File: src/rtl/mmio_uart_tx.sv
// Memory-mapped 8N1 UART transmitter with byte FIFO and status register.
// Define UART_TX_PARITY_EN to add an even-parity bit after the data bits.
module mmio_uart_tx #(
  parameter logic [31:0] BASE_ADDR = 32'h1000_0000,
  parameter int          CLK_DIV   = 16,
  parameter int          FIFO_LOG  = 3
) (
  input  logic        clk,
  input  logic        rst,
  input  logic        mem_valid,
  input  logic        mem_write,
  input  logic [3:0]  mem_wmask,
  input  logic [31:0] mem_wdata,
  input  logic [31:0] mem_addr,
  output logic [31:0] rdata,
  output logic        tx,
  output logic        busy,
  output logic        overflow
);

  localparam int DEPTH = 1 << FIFO_LOG;
  localparam int CW = (CLK_DIV > 2) ? $clog2(CLK_DIV) : 1;
  localparam logic [CW-1:0] DIV_TOP = CW'(CLK_DIV - 1);
  localparam logic [FIFO_LOG:0] CNT_FULL = (FIFO_LOG+1)'(DEPTH);
  localparam logic [31:0] STAT_ADDR = BASE_ADDR + 32'd4;

`ifdef UART_TX_PARITY_EN
  typedef enum logic [2:0] {
    IDLE, START, DATA, PARITY, STOP
  } state_t;
`else
  typedef enum logic [1:0] {
    IDLE, START, DATA, STOP
  } state_t;
`endif

  state_t              state;
  logic [CW-1:0]       cnt;
  logic [2:0]          bitn;
  logic [7:0]          shreg;
`ifdef UART_TX_PARITY_EN
  logic                par;
`endif

  logic [7:0]          fifo_mem [DEPTH];
  logic [FIFO_LOG-1:0] wptr;
  logic [FIFO_LOG-1:0] rptr;
  logic [FIFO_LOG:0]   count;
  logic [FIFO_LOG:0]   count_nxt;
  logic [7:0]          head;

  logic push_req, clr_req, rd_req;
  logic empty, full, stop_end;
  logic pop, push, drop, idle_nxt;

  wire unused_ok = &{1'b0, mem_wmask[3:1],
                     mem_wdata[31:8]};

  assign push_req = mem_valid & mem_write
                  & mem_wmask[0]
                  & (mem_addr == BASE_ADDR);
  assign clr_req  = mem_valid & mem_write
                  & mem_wmask[0] & mem_wdata[0]
                  & (mem_addr == STAT_ADDR);
  assign rd_req   = mem_valid & ~mem_write
                  & (mem_addr == STAT_ADDR);

  assign empty    = (count == '0);
  assign full     = (count == CNT_FULL);
  assign stop_end = (state == STOP) && (cnt == '0);
  assign pop      = !empty
                  && ((state == IDLE) || stop_end);
  // A full FIFO still accepts when a pop frees a slot this cycle
  assign push     = push_req && (!full || pop);
  assign drop     = push_req && !push;
  assign idle_nxt = ((state == IDLE) || stop_end)
                  && !pop;
  assign head     = fifo_mem[rptr];

  always_comb begin
    count_nxt = count;
    if (push && !pop)
      count_nxt = count + (FIFO_LOG+1)'(1);
    else if (!push && pop)
      count_nxt = count - (FIFO_LOG+1)'(1);
  end

  always_ff @(posedge clk) begin
    if (push)
      fifo_mem[wptr] <= mem_wdata[7:0];
  end

  always_ff @(posedge clk) begin
    if (rst) begin
      wptr  <= '0;
      rptr  <= '0;
      count <= '0;
    end else begin
      if (push)
        wptr <= wptr + FIFO_LOG'(1);
      if (pop)
        rptr <= rptr + FIFO_LOG'(1);
      count <= count_nxt;
    end
  end

  // tx is registered from the current state, so it trails it by a cycle
  always_ff @(posedge clk) begin
    if (rst) begin
      state <= IDLE;
      cnt   <= '0;
      bitn  <= '0;
      shreg <= '0;
      tx    <= 1'b1;
      busy  <= 1'b0;
`ifdef UART_TX_PARITY_EN
      par   <= 1'b0;
`endif
    end else begin
      busy <= !idle_nxt || (count_nxt != '0);
      if (pop) begin
        shreg <= head;
`ifdef UART_TX_PARITY_EN
        par   <= ^head;
`endif
      end
      unique case (state)
        IDLE: begin
          tx <= 1'b1;
          if (pop) begin
            state <= START;
            cnt   <= DIV_TOP;
          end
        end
        START: begin
          tx <= 1'b0;
          if (cnt == '0) begin
            state <= DATA;
            cnt   <= DIV_TOP;
            bitn  <= '0;
          end else begin
            cnt <= cnt - CW'(1);
          end
        end
        DATA: begin
          tx <= shreg[0];
          if (cnt == '0) begin
            cnt   <= DIV_TOP;
            shreg <= shreg >> 1;
            bitn  <= bitn + 3'd1;
            if (bitn == 3'd7) begin
`ifdef UART_TX_PARITY_EN
              state <= PARITY;
`else
              state <= STOP;
`endif
            end
          end else begin
            cnt <= cnt - CW'(1);
          end
        end
`ifdef UART_TX_PARITY_EN
        PARITY: begin
          tx <= par;
          if (cnt == '0) begin
            state <= STOP;
            cnt   <= DIV_TOP;
          end else begin
            cnt <= cnt - CW'(1);
          end
        end
`endif
        STOP: begin
          tx <= 1'b1;
          if (cnt == '0) begin
            if (pop) begin
              state <= START;
              cnt   <= DIV_TOP;
            end else begin
              state <= IDLE;
            end
          end else begin
            cnt <= cnt - CW'(1);
          end
        end
        default: begin
          state <= IDLE;
          tx    <= 1'b1;
        end
      endcase
    end
  end

  always_ff @(posedge clk) begin
    if (rst) begin
      overflow <= 1'b0;
      rdata    <= '0;
    end else begin
      if (drop)
        overflow <= 1'b1;
      else if (clr_req)
        overflow <= 1'b0;
      if (rd_req)
        rdata <= {27'b0, overflow, busy,
                  full, empty, ~full};
    end
  end

endmodule

File: config.mk
export PLATFORM = sky130hd
export DESIGN_NAME = mmio_uart_tx
export DESIGN_NICKNAME = d
export VERILOG_FILES = /design/src/rtl/mmio_uart_tx.sv
export SDC_FILE = /design/constraint.sdc
export NUM_CORES = 1
export LEC_CHECK = 0
export BUFFER_PORTS_ARGS = -buffer_cell sky130_fd_sc_hd__buf_2
export CORE_ASPECT_RATIO = 0.8
export CORE_MARGIN = 5
export CORE_UTILIZATION = 49
export CTS_CLUSTER_DIAMETER = 100
export CTS_CLUSTER_SIZE = 40
export DETAILED_ROUTE_END_ITERATION = 12
export PLACE_DENSITY = 0.84
export SYNTH_ARGS = -nofsm -noshare
export SYNTH_HDL_FRONTEND = slang
export SYNTH_SLANG_ARGS = --single-unit
File: constraint.sdc
create_clock -name clk -period 3 [get_ports clk]
set_clock_uncertainty 0.2 [all_clocks]
set_input_delay 0.6 -clock clk [delete_from_list [all_inputs] [get_ports clk]]
set_output_delay 0.6 -clock clk [all_outputs]
set_load 0.02 [all_outputs]
## Word-level counts from Yosys, hierarchy flattened

Memories as Yosys holds them, arrays and structs flattened. A register that Yosys moved wholly into a read port is not among the register bits.
Cells that the tools add are included.
W data, S select, Z words.

| operators by class | value |
|---|---|
| divide/modulo/power cells | 0 |
| muxes and demuxes | 26 |
| order comparisons | 0 |
| equality and inequality tests | 12 |
| shifts and indexed selects | 0 |
| reductions and logical operators | 25 |
| multiply operators | 0 |
| add/subtract/negate cells | 6 |
| bitwise logic cells | 9 |

Operator list:

| cell | count |
|---|---|
| $eq A32 B29 Y1 const B | 2 |
| $mux W8 | 3 |
| $mux W4 | 5 |
| $mux W3 | 4 |
| $pmux W4 S3 | 1 |
| $mux W2 | 5 |
| $add A3 B1 Y3 const B | 3 |
| $logic_not A4 Y1 | 2 |
| $ne A2 B2 Y1 const B | 4 |
| $pmux W2 S4 | 1 |
| $sub A4 B1 Y4 const B | 2 |
| $and A1 B1 Y1 | 7 |
| $logic_and A1 B1 Y1 | 7 |
| $pmux W3 S2 | 1 |
| $logic_not A1 Y1 | 5 |
| $mux W1 | 5 |
| $reduce_and A5 Y1 | 1 |
| $add A4 B1 Y4 const B | 1 |
| $eq A2 B2 Y1 const B | 2 |
| $eq A4 B4 Y1 const B | 1 |
| $reduce_bool A2 Y1 | 2 |
| $reduce_bool A4 Y1 | 1 |
| $reduce_or A2 Y1 | 2 |
| $eq A3 B3 Y1 const B | 1 |
| 7 further kinds | 10 |

| word-level totals | value |
|---|---|
| ROM bits | 0 |
| register bits | 35 |
| logic and storage cells | 90 |
| latch bits | 0 |
| memory bits (writable) | 64 |
| output and inout bits | 35 |
| memories kept | 1 |
| bits of input ports | 72 |

Memory list:

| name | words | width | read ports | clocked after memory_dff | write ports | RTL line | RTL |
|---|---|---|---|---|---|---|---|
| fifo_mem | 8 | 8 | 1 | 1 | 1 | 45 | `logic [7:0] fifo_mem [DEPTH];` |

## Logic depth before layout (Yosys ltp)

Gate-level depths: netlist (run 1).

| logic depth | value |
|---|---|
| word-level depth | 12 |
| mapped depth | 8 |

## Worst setup path after synthesis (run 1)

No wires, ideal clock.

| path | value |
|---|---|
| path type | input -> register |
| start point | in mem_addr[10] |
| end point | mem fifo_mem[0][0] (enable) |
| buffers on the path | 1 |
| stages | 6 |
| setup slack | -61 ps |
| arrival time | 2467 ps |
| library setup time | 395 ps |
| cell sequence | nor4_1 > nand4_2 > nor4_4 > buf_6 > nand2_4 > nor4_1 |

| between the ends | value |
|---|---|
| cells in the longest elaborated chain, start to end | 5 |

RTL lines:

| element | RTL line | RTL |
|---|---|---|
| from (decl) | 14 | `input logic [31:0] mem_addr,` |
| $eq A32 B29 Y1 | 61 | `& (mem_addr == BASE_ADDR);` |
| $and A1 B1 Y1 | 61 |  |
| $logic_and A1 B1 Y1 | 74 | `assign push = push_req && (!full \|\| pop);` |
| $mux W1 | 89 | `if (push)` |
| $mux W1 (not written as such) | 90 | `fifo_mem[wptr] <= mem_wdata[7:0];` |
| to (decl) | 45 |  |

Every way passes these cells.

## Final worst setup path (run 1)

| path | value |
|---|---|
| start point | reg state[1] |
| end point | reg count[3] |

| between the ends | value |
|---|---|
| cells in the longest elaborated chain, start to end | 10 |
| elaborated cells on any way between the ends | 13 |
| those cells by class | eq/ne: 1; mux: 2; reduce/logical: 10 |

RTL lines:

| element | RTL line | RTL |
|---|---|---|
| from (decl) | 37 | `state_t state;` |
| from (signal assigned) | 110 | `state <= IDLE;` |
| from (signal assigned) | 131 | `state <= START;` |
| from (signal assigned) | 138 | `state <= DATA;` |
| $eq A2 B2 Y1 | 70 | `assign stop_end = (state == STOP) && (cnt == '0);` |
| $logic_and A1 B1 Y1 | 70 |  |
| $logic_or A1 B1 Y1 * | 72 | `&& ((state == IDLE) \|\| stop_end);` |
| $logic_and A1 B1 Y1 * | 72 |  |
| $logic_or A1 B1 Y1 | 74 |  |
| $logic_and A1 B1 Y1 | 74 |  |
| $logic_not A1 Y1 | 84 | `else if (!push && pop)` |
| $logic_and A1 B1 Y1 | 84 |  |
| $mux W4 | 84 |  |
| $mux W4 * | 82 | `if (push && !pop)` |
| to (signal assigned) | 103 | `count <= count_nxt;` |
| to (decl) | 48 | `logic [FIFO_LOG:0] count;` |

Every way passes the cells marked *; elsewhere a longest branch is shown, timed or not.
A chain may end at the register's enable or synchronous reset.

==> flow_metrics.py, run 1 <==
metrics = {
    "outcome": {
        "outcome": "finished, final reports clean",
    },
    "grt": {
        "overflow": 0,
        "grt_pass1_wl_mm": 14.7,
        "track_usage": 0.159,
        "grt_pass1_vias": 3011,
        "antenna_found_initial": 0,
        "grt_max_degree": 37,
    },
    "worst_setup_path": {
        "rr_worst_depth": 7,
        "worstPathArrival_ps": 2640,
        "crit_required_ps": 3010,
        "critPathKind": "flop to flop",
        "cp_num_cells": 7,
        "cp_max_fo": 23,
        "crit_slowest_cell": "o21a_1",
        "endpoint_kind": "flop",
        "worstPathBufferInverterCount": 0,
        "path_cells": "ha_1, and4bb_2, o21a_1, nand3b_1, mux2i_1, xnor2_1, nor2_1",
        "critPathTopFamily": "compound AO/OA/AOI/OAI gates",
        "crit_path_start_kind": "flop",
        "critPathMaxStageDelay_ps": 690,
    },
    "cts": {
        "cts_setup_buffers": 0,
        "cts_buffer_depth": 2,
        "clkTransAtPathRegs_ps": 70,
        "clk-insertion-delay-late_ps": 340,
        "htreeDepth": 3,
        "cts.repair.resized": 0,
        "cts_buffers": 9,
        "cts_tree": "built",
        "clkSinkCount": 102,
        "cts_root_buf": "clkbuf_16",
        "ctsHoldBuffers": 0,
    },
    "floorplanning": {
        "fp.dieH_um": 97.5,
        "ioPinCount": 107,
        "core_area_mm2": 0.00919,
        "fp-row-count": 31,
        "start_util": 0.510,
        "dieArea_mm2": 0.0116,
        "fp.dieW_um": 119,
    },
    "detailed_routing": {
        "via_per_inst": 5.60,
        "drc": 0,
        "vias": 3051,
        "routedWlPerCell_um": 16.4,
        "wl_mm": 8.95,
        "ant_nets": 0,
        "drtIter0Drc": 174,
        "firstDrtPassIters": 4,
    },
    "layout": {
        "syn2layout_area_growth_pct": 13.1,
        "instances_no_fill": 545,
        "nNetsFinal": 511,
        "fin_area_mm2": 0.00530,
        "drive_above_1_share": 0.258,
        "diodes": 0,
    },
    "sta": {
        "rsz0062_at_grt": "false",
        "timing.max_slew.rel_slack": 0.445,
        "whs_ps": 261,
        "worst_pin_slew_ps": 833,
        "drv_slew": 0,
        "max_freq_mhz": 381,
        "setup_tns_ps": 0,
        "post-route-min-period_ps": 2630,
        "finalHoldViolations": 0,
        "setup_viol": 0,
        "finalCritPeriodShare": 0.876,
    },
    "job": {
        "cap_violations": 0,
    },
    "synthesis": {
        "synth.largest_area_cell": "edfxtp_1",
        "synth_edf_count": 64,
        "synthTopCellsByArea": "edfxtp_1, dfxtp_1, mux4_2, buf_4, ha_1",
        "yosys_warnings": 0,
        "yosysSeqAreaShare": 0.572,
        "synth_ff_type": "edfxtp_1",
        "postSynth.asyncResetShare": 0,
        "synth_top_area_share": 0.410,
        "ys_ff_latch": 102,
        "synth_area_mm2": 0.00469,
        "syn_inst": 365,
        "netlist-cell-type-count": 51,
        "synth_area_per_cell_um2": 12.8,
    },
    "power": {
        "irDropWorstVdd_uv": 438,
        "p_leak_uw": 0.00192,
        "power_uw": 4200,
        "p_per_area_mw_per_mm2": 793,
    },
    "hold_path": {
        "hold_path.class": "flop to flop",
        "hold_depth": 2,
    },
    "place": {
        "hpwl_mm": 6.19,
        "placement.io_buffers": 52,
        "gp_congestion": 0.876,
        "placed_cell_area_mm2": 0.00501,
        "dp_cells": 529,
    },
}
[cells by family after synthesis]
logic type | synth area share
compound gates | 0.0668
xor+xnor | 0.00935
mux | 0.111
buf+inv | 0.0630
fa+ha+maj | 0.0374
other cells | 0.000800
flops | 0.572
simple gates | 0.139
[worst paths after layout]
check        slack, ps        to      from
max                370  count[3]  state[1]
min                260  shreg[1]  shreg[2]
max reg2reg        370  count[3]  state[1]
min reg2reg        260  shreg[1]  shreg[2]
[where the power goes]
group	switching (uW)	leakage (uW)	total (uW)	internal [uW]
sequential	138	0.000886	1750	1620
combinational	773	0.000897	1350	575
clock	523	0.000141	1100	576
total	1430	0.00192	4200	2770
[state kept, by name, summed over array words and instances (netlist names), named ones only]
register / cells
wptr: 3
shreg: 8
bitn: 3
overflow: 1
rptr: 3
state: 2
busy: 1
count: 4
rdata: 5
tx: 1
cnt: 4
fifo_mem: 64
[stage by stage]
step | utilization | worst slack (ps)
after CTS | 0.576 | 405
final | 0.576 | 373
after detailed placement | 0.546 | 168
after floorplan | - | 113
after global placement | 0.546 | 217
after global routing | 0.576 | 182
[layout by cell type (no fill, tap or decap), drive strengths merged, types with 3 or more instances in the layout]
master	count
edfxtp	64
buf	64
dfxtp	38
nor2	36
conb	27
nand2	27
a21oi	20
mux2i	16
mux4	16
ha	14
nor3	12
inv	10
nor4	10
clkbuf	9
o211ai	8
o21ai	6
nand4	6
nand3	5
nand2b	4
clkinv	4
xor2	3
[Yosys cell counts (all sizes together) (2+ instances only)]
library cell and count:
a21oi 20, ha 14, nand3 5, nand2 27
a31oi 2, nand2b 4, xor2 3, or3 2
xnor2 2, nor3 12, a22oi 2, nor4 10
o21a 2, mux2i 16, o211ai 8, nand4 6
mux4 16, nor3b 2, a211oi 2, dfxtp 38
nor2 36, clkbuf 7, inv 7, a2111oi 2
buf 34, edfxtp 64, o21ai 6, and3b 2
o21bai 2, nor4b 2
[per-layer routing]
layer,GRT usage,vias to the layer above,share of wire
met5,0,-,0
met4,0.0651,0,0.018
met3,0.0297,16,0.062
met2,0.261,131,0.47
met1,0.208,1466,0.45
li1,-,1438,-
[worst register-to-register path: stages, from the launching register on]
cell and delay (ps):
dfxtp_1 410, ha_1 300, and4bb_2 340, o21a_1 690, nand3b_1 140, mux2i_1 220
xnor2_1 140, nor2_1 50
[final cells by class]
type | instances | area [um^2]
multi-input combinational | 241 | 1810
clock buffer | 9 | 225
inverter | 7 | 26.3
timing repair buffer | 64 | 350
fill | 703 | 3890
sequential | 102 | 2680
tap | 115 | 144
clock inverter | 7 | 57.6
Power figures use the tool's default switching activity.
==> run 2: changes to the inputs <==
--- a/config.mk
+++ b/config.mk
@@ -8,11 +8,12 @@
 export BUFFER_PORTS_ARGS = -buffer_cell sky130_fd_sc_hd__buf_2
 export CORE_ASPECT_RATIO = 0.8
 export CORE_MARGIN = 5
-export CORE_UTILIZATION = 49
+export CORE_UTILIZATION = 50
+export CTS_BUF_LIST = sky130_fd_sc_hd__clkbuf_4
 export CTS_CLUSTER_DIAMETER = 100
 export CTS_CLUSTER_SIZE = 40
 export DETAILED_ROUTE_END_ITERATION = 12
-export PLACE_DENSITY = 0.84
+export PLACE_DENSITY = 0.86
 export SYNTH_ARGS = -nofsm -noshare
 export SYNTH_HDL_FRONTEND = slang
 export SYNTH_SLANG_ARGS = --single-unit
==> constraint.sdc (replaced) <==
create_clock -name clk -period 2.4 [get_ports clk]
set_clock_uncertainty 0.2 [all_clocks]
set_input_delay 0.48 -clock clk [delete_from_list [all_inputs] [get_ports clk]]
set_output_delay 0.48 -clock clk [all_outputs]
set_load 0.02 [all_outputs]
==> flow_metrics.py, run 2 (synthesis results as in run 1) <==
metrics = {
    "outcome": {
        "outcome": "finished, final reports clean",
    },
    "detailed_routing": {
        "drtIter0Drc": 211,
        "ant_nets": 0,
        "vias": 3074,
        "wl_mm": 8.91,
        "drc": 0,
        "via_per_inst": 5.50,
        "routedWlPerCell_um": 15.9,
        "firstDrtPassIters": 4,
    },
    "grt": {
        "antenna_found_initial": 1,
        "grt_pass1_wl_mm": 14.8,
        "track_usage": 0.165,
        "grt_max_degree": 37,
        "overflow": 0,
        "grt_pass1_vias": 3103,
    },
    "floorplanning": {
        "fp.dieW_um": 118,
        "dieArea_mm2": 0.0114,
        "fp.dieH_um": 96.6,
        "core_area_mm2": 0.00911,
        "start_util": 0.514,
        "fp-row-count": 31,
        "ioPinCount": 107,
    },
    "worst_setup_path": {
        "endpoint_kind": "flop",
        "crit_required_ps": 2500,
        "cp_max_fo": 19,
        "r2r_start": "count[0]",
        "r2r_setup_slack_ps": 180,
        "worstPathArrival_ps": 2320,
        "worst_r2r_endpoint": "rptr[2]",
        "rr_worst_depth": 8,
        "critPathKind": "flop to flop",
        "crit_path_start_kind": "flop",
    },
    "hold_path": {
        "hold_end": "fifo_mem[3][4]",
        "hold_path.startpoint": "mem_wdata[4]",
        "hold_path.class": "primary input to flop",
        "hold_depth": 1,
    },
    "cts": {
        "cts_root_buf": "clkbuf_4",
        "ctsHoldBuffers": 0,
        "cts_tree": "built",
        "clk-insertion-delay-late_ps": 440,
        "cts_setup_buffers": 0,
        "cts_buffer_depth": 2,
        "cts_buffers": 9,
        "clkTransAtPathRegs_ps": 170,
        "clkSinkCount": 102,
        "htreeDepth": 3,
    },
    "place": {
        "hpwl_mm": 6.47,
        "placement.io_buffers": 52,
        "placed_cell_area_mm2": 0.00530,
        "dp_cells": 542,
        "pre_cts_ws_ps": -218,
        "gp_congestion": 0.816,
    },
    "sta": {
        "drv_slew": 0,
        "finalHoldViolations": 0,
        "post-route-min-period_ps": 2220,
        "timing.max_slew.rel_slack": 0.565,
        "worst_pin_slew_ps": 653,
        "setup_slack_ps": 179,
        "max_freq_mhz": 450,
        "finalCritPeriodShare": 0.926,
        "setup_viol": 0,
    },
    "layout": {
        "largest_reg_flops": 64,
        "nNetsFinal": 524,
        "syn2layout_area_growth_pct": 17.0,
        "drive_above_1_share": 0.312,
        "fin_area_mm2": 0.00548,
        "reg_top3": "fifo_mem: 64 flops, shreg: 8 flops, rdata: 5 flops",
        "instances_no_fill": 559,
        "final_common_cell": "edfxtp_1",
        "max_flop_register": "fifo_mem",
        "layout_common_cells": "edfxtp_1, buf_2, dfxtp_1",
    },
    "job": {
        "cap_violations": 0,
    },
    "power": {
        "p_per_area_mw_per_mm2": 911,
        "power_uw": 4990,
        "irDropWorstVdd_uv": 439,
        "p_leak_uw": 0.00197,
    },
}
==> run 2: cell type report <==
| class | count | area [um^2] |
|---|---|---|
| diodes | 1 | 2.50 |
| clock buffers | 9 | 67.6 |
| clock inverters | 7 | 88.8 |
| fillers | 687 | 3630 |
| inverters | 7 | 26.3 |
| multi-input cells | 241 | 1930 |
| flip-flops and latches | 102 | 2680 |
| well taps | 115 | 144 |
| repair buffers | 77 | 536 |
==> run 2: per-stage QoR <==
stage	utilization	hold slack [ps]	setup TNS [ps]
2_1_floorplan	-	232	-3960
3_3_place_gp	0.582	236	-6310
3_5_place_dp	0.582	249	-9970
4_1_cts	0.599	68.6	0
5_1_grt	0.601	57.7	-12.3
6_report	0.601	97.9	0
==> run 2: how the worst max path moves through the flow <==
stage                      start             end  slack [ps]  cells past startpoint
floorplan           mem_addr[18]  fifo_mem[3][0]         -90                      6
global placement    mem_addr[26]  fifo_mem[4][4]        -160                      8
detailed placement  mem_addr[26]  fifo_mem[4][2]        -220                      8
CTS                       cnt[0]  fifo_mem[4][1]          70                      8
global route            count[0]         rptr[2]          -5                      8
finish                  count[0]         rptr[2]         180                      8
==> run 2: per-layer routing <==
layer | part of all wire | GRT usage | routed length (um) | vias up
met1 | 0.41 | 0.206 | 3660 | 1495
met5 | 0 | 0 | 0 | -
li1 | - | - | - | 1458
met4 | 0.013 | 0.0525 | 113 | 0
met3 | 0.080 | 0.0407 | 716 | 6
met2 | 0.50 | 0.286 | 4420 | 115
==> run 2: where the power goes <==
group,internal [uW],switching [uW]
registers,2020,129
clock network,345,588
logic,867,1040
total,3230,1760
==> run 2: what timing repair did <==
action	CTS	global route
setup endpoints to repair	9	16
pin swaps	0	1
hold endpoints to repair	0	0
gates resized for setup	1	4
==> run 2: worst max-delay path: stages, from the launching register on <==
cell and delay, ps:
dfxtp_1 370, inv_1 110, ha_1 240, or3b_1 410, o21a_1 220, buf_12 190
nand2_1 90, xor2_1 160, nor2_1 80
==> run 3: changes to the inputs <==
--- a/config.mk
+++ b/config.mk
@@ -6,7 +6,7 @@
 export NUM_CORES = 1
 export LEC_CHECK = 0
 export BUFFER_PORTS_ARGS = -buffer_cell sky130_fd_sc_hd__buf_2
-export CORE_ASPECT_RATIO = 0.8
+export CORE_ASPECT_RATIO = 0.6
 export CORE_MARGIN = 5
 export CORE_UTILIZATION = 50
 export CTS_BUF_LIST = sky130_fd_sc_hd__clkbuf_4
==> flow_metrics.py, run 3 (synthesis results as in run 1) <==
metrics = {
    "sta": {
        "drv_slew": 0,
        "setup_viol": 0,
        "worst_pin_slew_ps": 683,
        "timing.max_slew.rel_slack": 0.544,
        "finalHoldViolations": 0,
        "whs_ps": 75.5,
        "post-route-min-period_ps": 2340,
        "finalCritPeriodShare": 0.974,
        "max_freq_mhz": 428,
    },
    "detailed_routing": {
        "vias": 3085,
        "via_per_inst": 5.38,
        "ant_nets": 0,
        "drtIter0Drc": 218,
        "wl_mm": 9.61,
        "drc": 0,
        "firstDrtPassIters": 5,
        "routedWlPerCell_um": 16.8,
    },
    "worst_setup_path": {
        "rr_worst_depth": 6,
        "worstPathBufferInverterCount": 1,
        "worstPathArrival_ps": 2480,
        "critPathTopFamily": "compound AO/OA/AOI/OAI gates",
        "crit_slowest_cell": "a2111oi_1",
        "r2r_setup_slack_ps": 60,
        "crit_required_ps": 2540,
        "r2r_start": "count[0]",
        "critPathMaxStageDelay_ps": 490,
        "path_cells": "inv_1, ha_1, or3b_1, o21a_1, a2111oi_1, a211oi_1",
        "worst_r2r_endpoint": "state[0]",
        "critPathKind": "flop to flop",
        "cp_max_fo": 6,
        "endpoint_kind": "flop",
        "crit_path_start_kind": "flop",
    },
    "layout": {
        "diodes": 0,
        "nNetsFinal": 524,
        "final_util": 0.597,
        "max_flop_register": "fifo_mem",
        "final_common_cell": "edfxtp_1",
        "drive_above_1_share": 0.309,
        "final.fill_count": 715,
        "largest_reg_flops": 64,
        "layout_common_cells": "edfxtp_1, buf_2, dfxtp_1",
        "reg_top3": "fifo_mem: 64 flops, shreg: 8 flops, rdata: 5 flops",
        "syn2layout_area_growth_pct": 16.7,
        "instances_no_fill": 573,
    },
    "cts": {
        "cts_buffer_depth": 2,
        "cts_buffers": 9,
        "htreeDepth": 3,
        "cts_tree": "built",
        "ctsHoldBuffers": 0,
        "clkSinkCount": 102,
        "clk-insertion-delay-late_ps": 470,
        "cts_root_buf": "clkbuf_4",
        "clkTransAtPathRegs_ps": 170,
        "cts_setup_buffers": 0,
    },
    "power": {
        "p_per_area_mw_per_mm2": 902,
        "irDropWorstVdd_uv": 442,
        "p_leak_uw": 0.00196,
        "power_uw": 4930,
    },
    "hold_path": {
        "hold_path.startpoint": "mem_wdata[3]",
        "hold_end": "fifo_mem[3][3]",
        "hold_path.class": "primary input to flop",
        "hold_depth": 1,
    },
    "floorplanning": {
        "fp-row-count": 27,
        "ioPinCount": 107,
        "fp.dieH_um": 85.0,
        "dieArea_mm2": 0.0115,
        "start_util": 0.512,
        "core_area_mm2": 0.00916,
        "fp.dieW_um": 135,
    },
    "place": {
        "gp_congestion": 0.795,
        "placement.io_buffers": 52,
        "dp_cells": 557,
        "hpwl_mm": 7.05,
    },
    "grt": {
        "antenna_found_initial": 0,
        "overflow": 0,
        "grt_pass1_wl_mm": 15.4,
        "track_usage": 0.172,
        "grt_pass1_vias": 3047,
        "grt_max_degree": 37,
    },
    "outcome": {
        "outcome": "finished, final reports clean",
    },
    "job": {
        "cap_violations": 0,
    },
}
[run 3: cell count changes in the layout (fill, tap and decap cells not counted), sizes merged]
cell and delta:
bufinv -1, diode -1, clkinv +1
[run 3: per-layer routing]
layer | wire (um) | track usage | vias to the layer above | share of wire
li1 | - | - | 1456 | -
met1 | 4290 | 0.233 | 1506 | 0.45
met2 | 4450 | 0.271 | 113 | 0.46
met3 | 777 | 0.0586 | 10 | 0.081
met4 | 90 | 0.0375 | 0 | 0.0094
met5 | 0 | 0 | - | 0
[run 3: repair_timing]
item / 4_1_cts / 5_1_grt
cloned: 0 / 0
endpoints found under the setup margin: 29 / 26
gates resized for setup: 1 / 3
[run 3: cell type report]
class | count | area, um^2 | area share
Sequential cell | 102 | 2680 | 0.491
Multi-Input combinational cell | 241 | 1930 | 0.353
Timing Repair Buffer | 77 | 536 | 0.0979
Tap cell | 130 | 163 | 0.0297
Clock buffer | 9 | 67.6 | 0.0124
Clock inverter | 7 | 63.8 | 0.0117
Inverter | 7 | 26.3 | 0.00481
[run 3: how the worst max path moves through the flow]
stage | from | endpoint | cells past startpoint
floorplan | mem_addr[18] | fifo_mem[3][0] | 6
global placement | mem_addr[18] | fifo_mem[4][7] | 8
detailed placement | mem_addr[18] | fifo_mem[4][1] | 8
CTS | cnt[0] | fifo_mem[4][6] | 8
global route | count[0] | state[0] | 6
finish | count[0] | state[0] | 6
[run 3: where the power goes]
| part | total (uW) | internal, uW | switching, uW |
|---|---|---|---|
| clock | 832 | 238 | 594 |
| combinational | 1950 | 878 | 1070 |
| sequential | 2150 | 2020 | 128 |
| total | 4930 | 3140 | 1800 |
[run 3: stage by stage]
stage | setup slack, ps | area (um^2) | setup TNS (ps)
final | 61.6 | 5470 | 0
after floorplan | -93.7 | 4890 | -3960
after detailed placement | -207 | 5320 | -9670
after global placement | -180 | 5320 | -7680
after CTS | 48.9 | 5450 | 0
after global routing | -80.7 | 5470 | -80.7
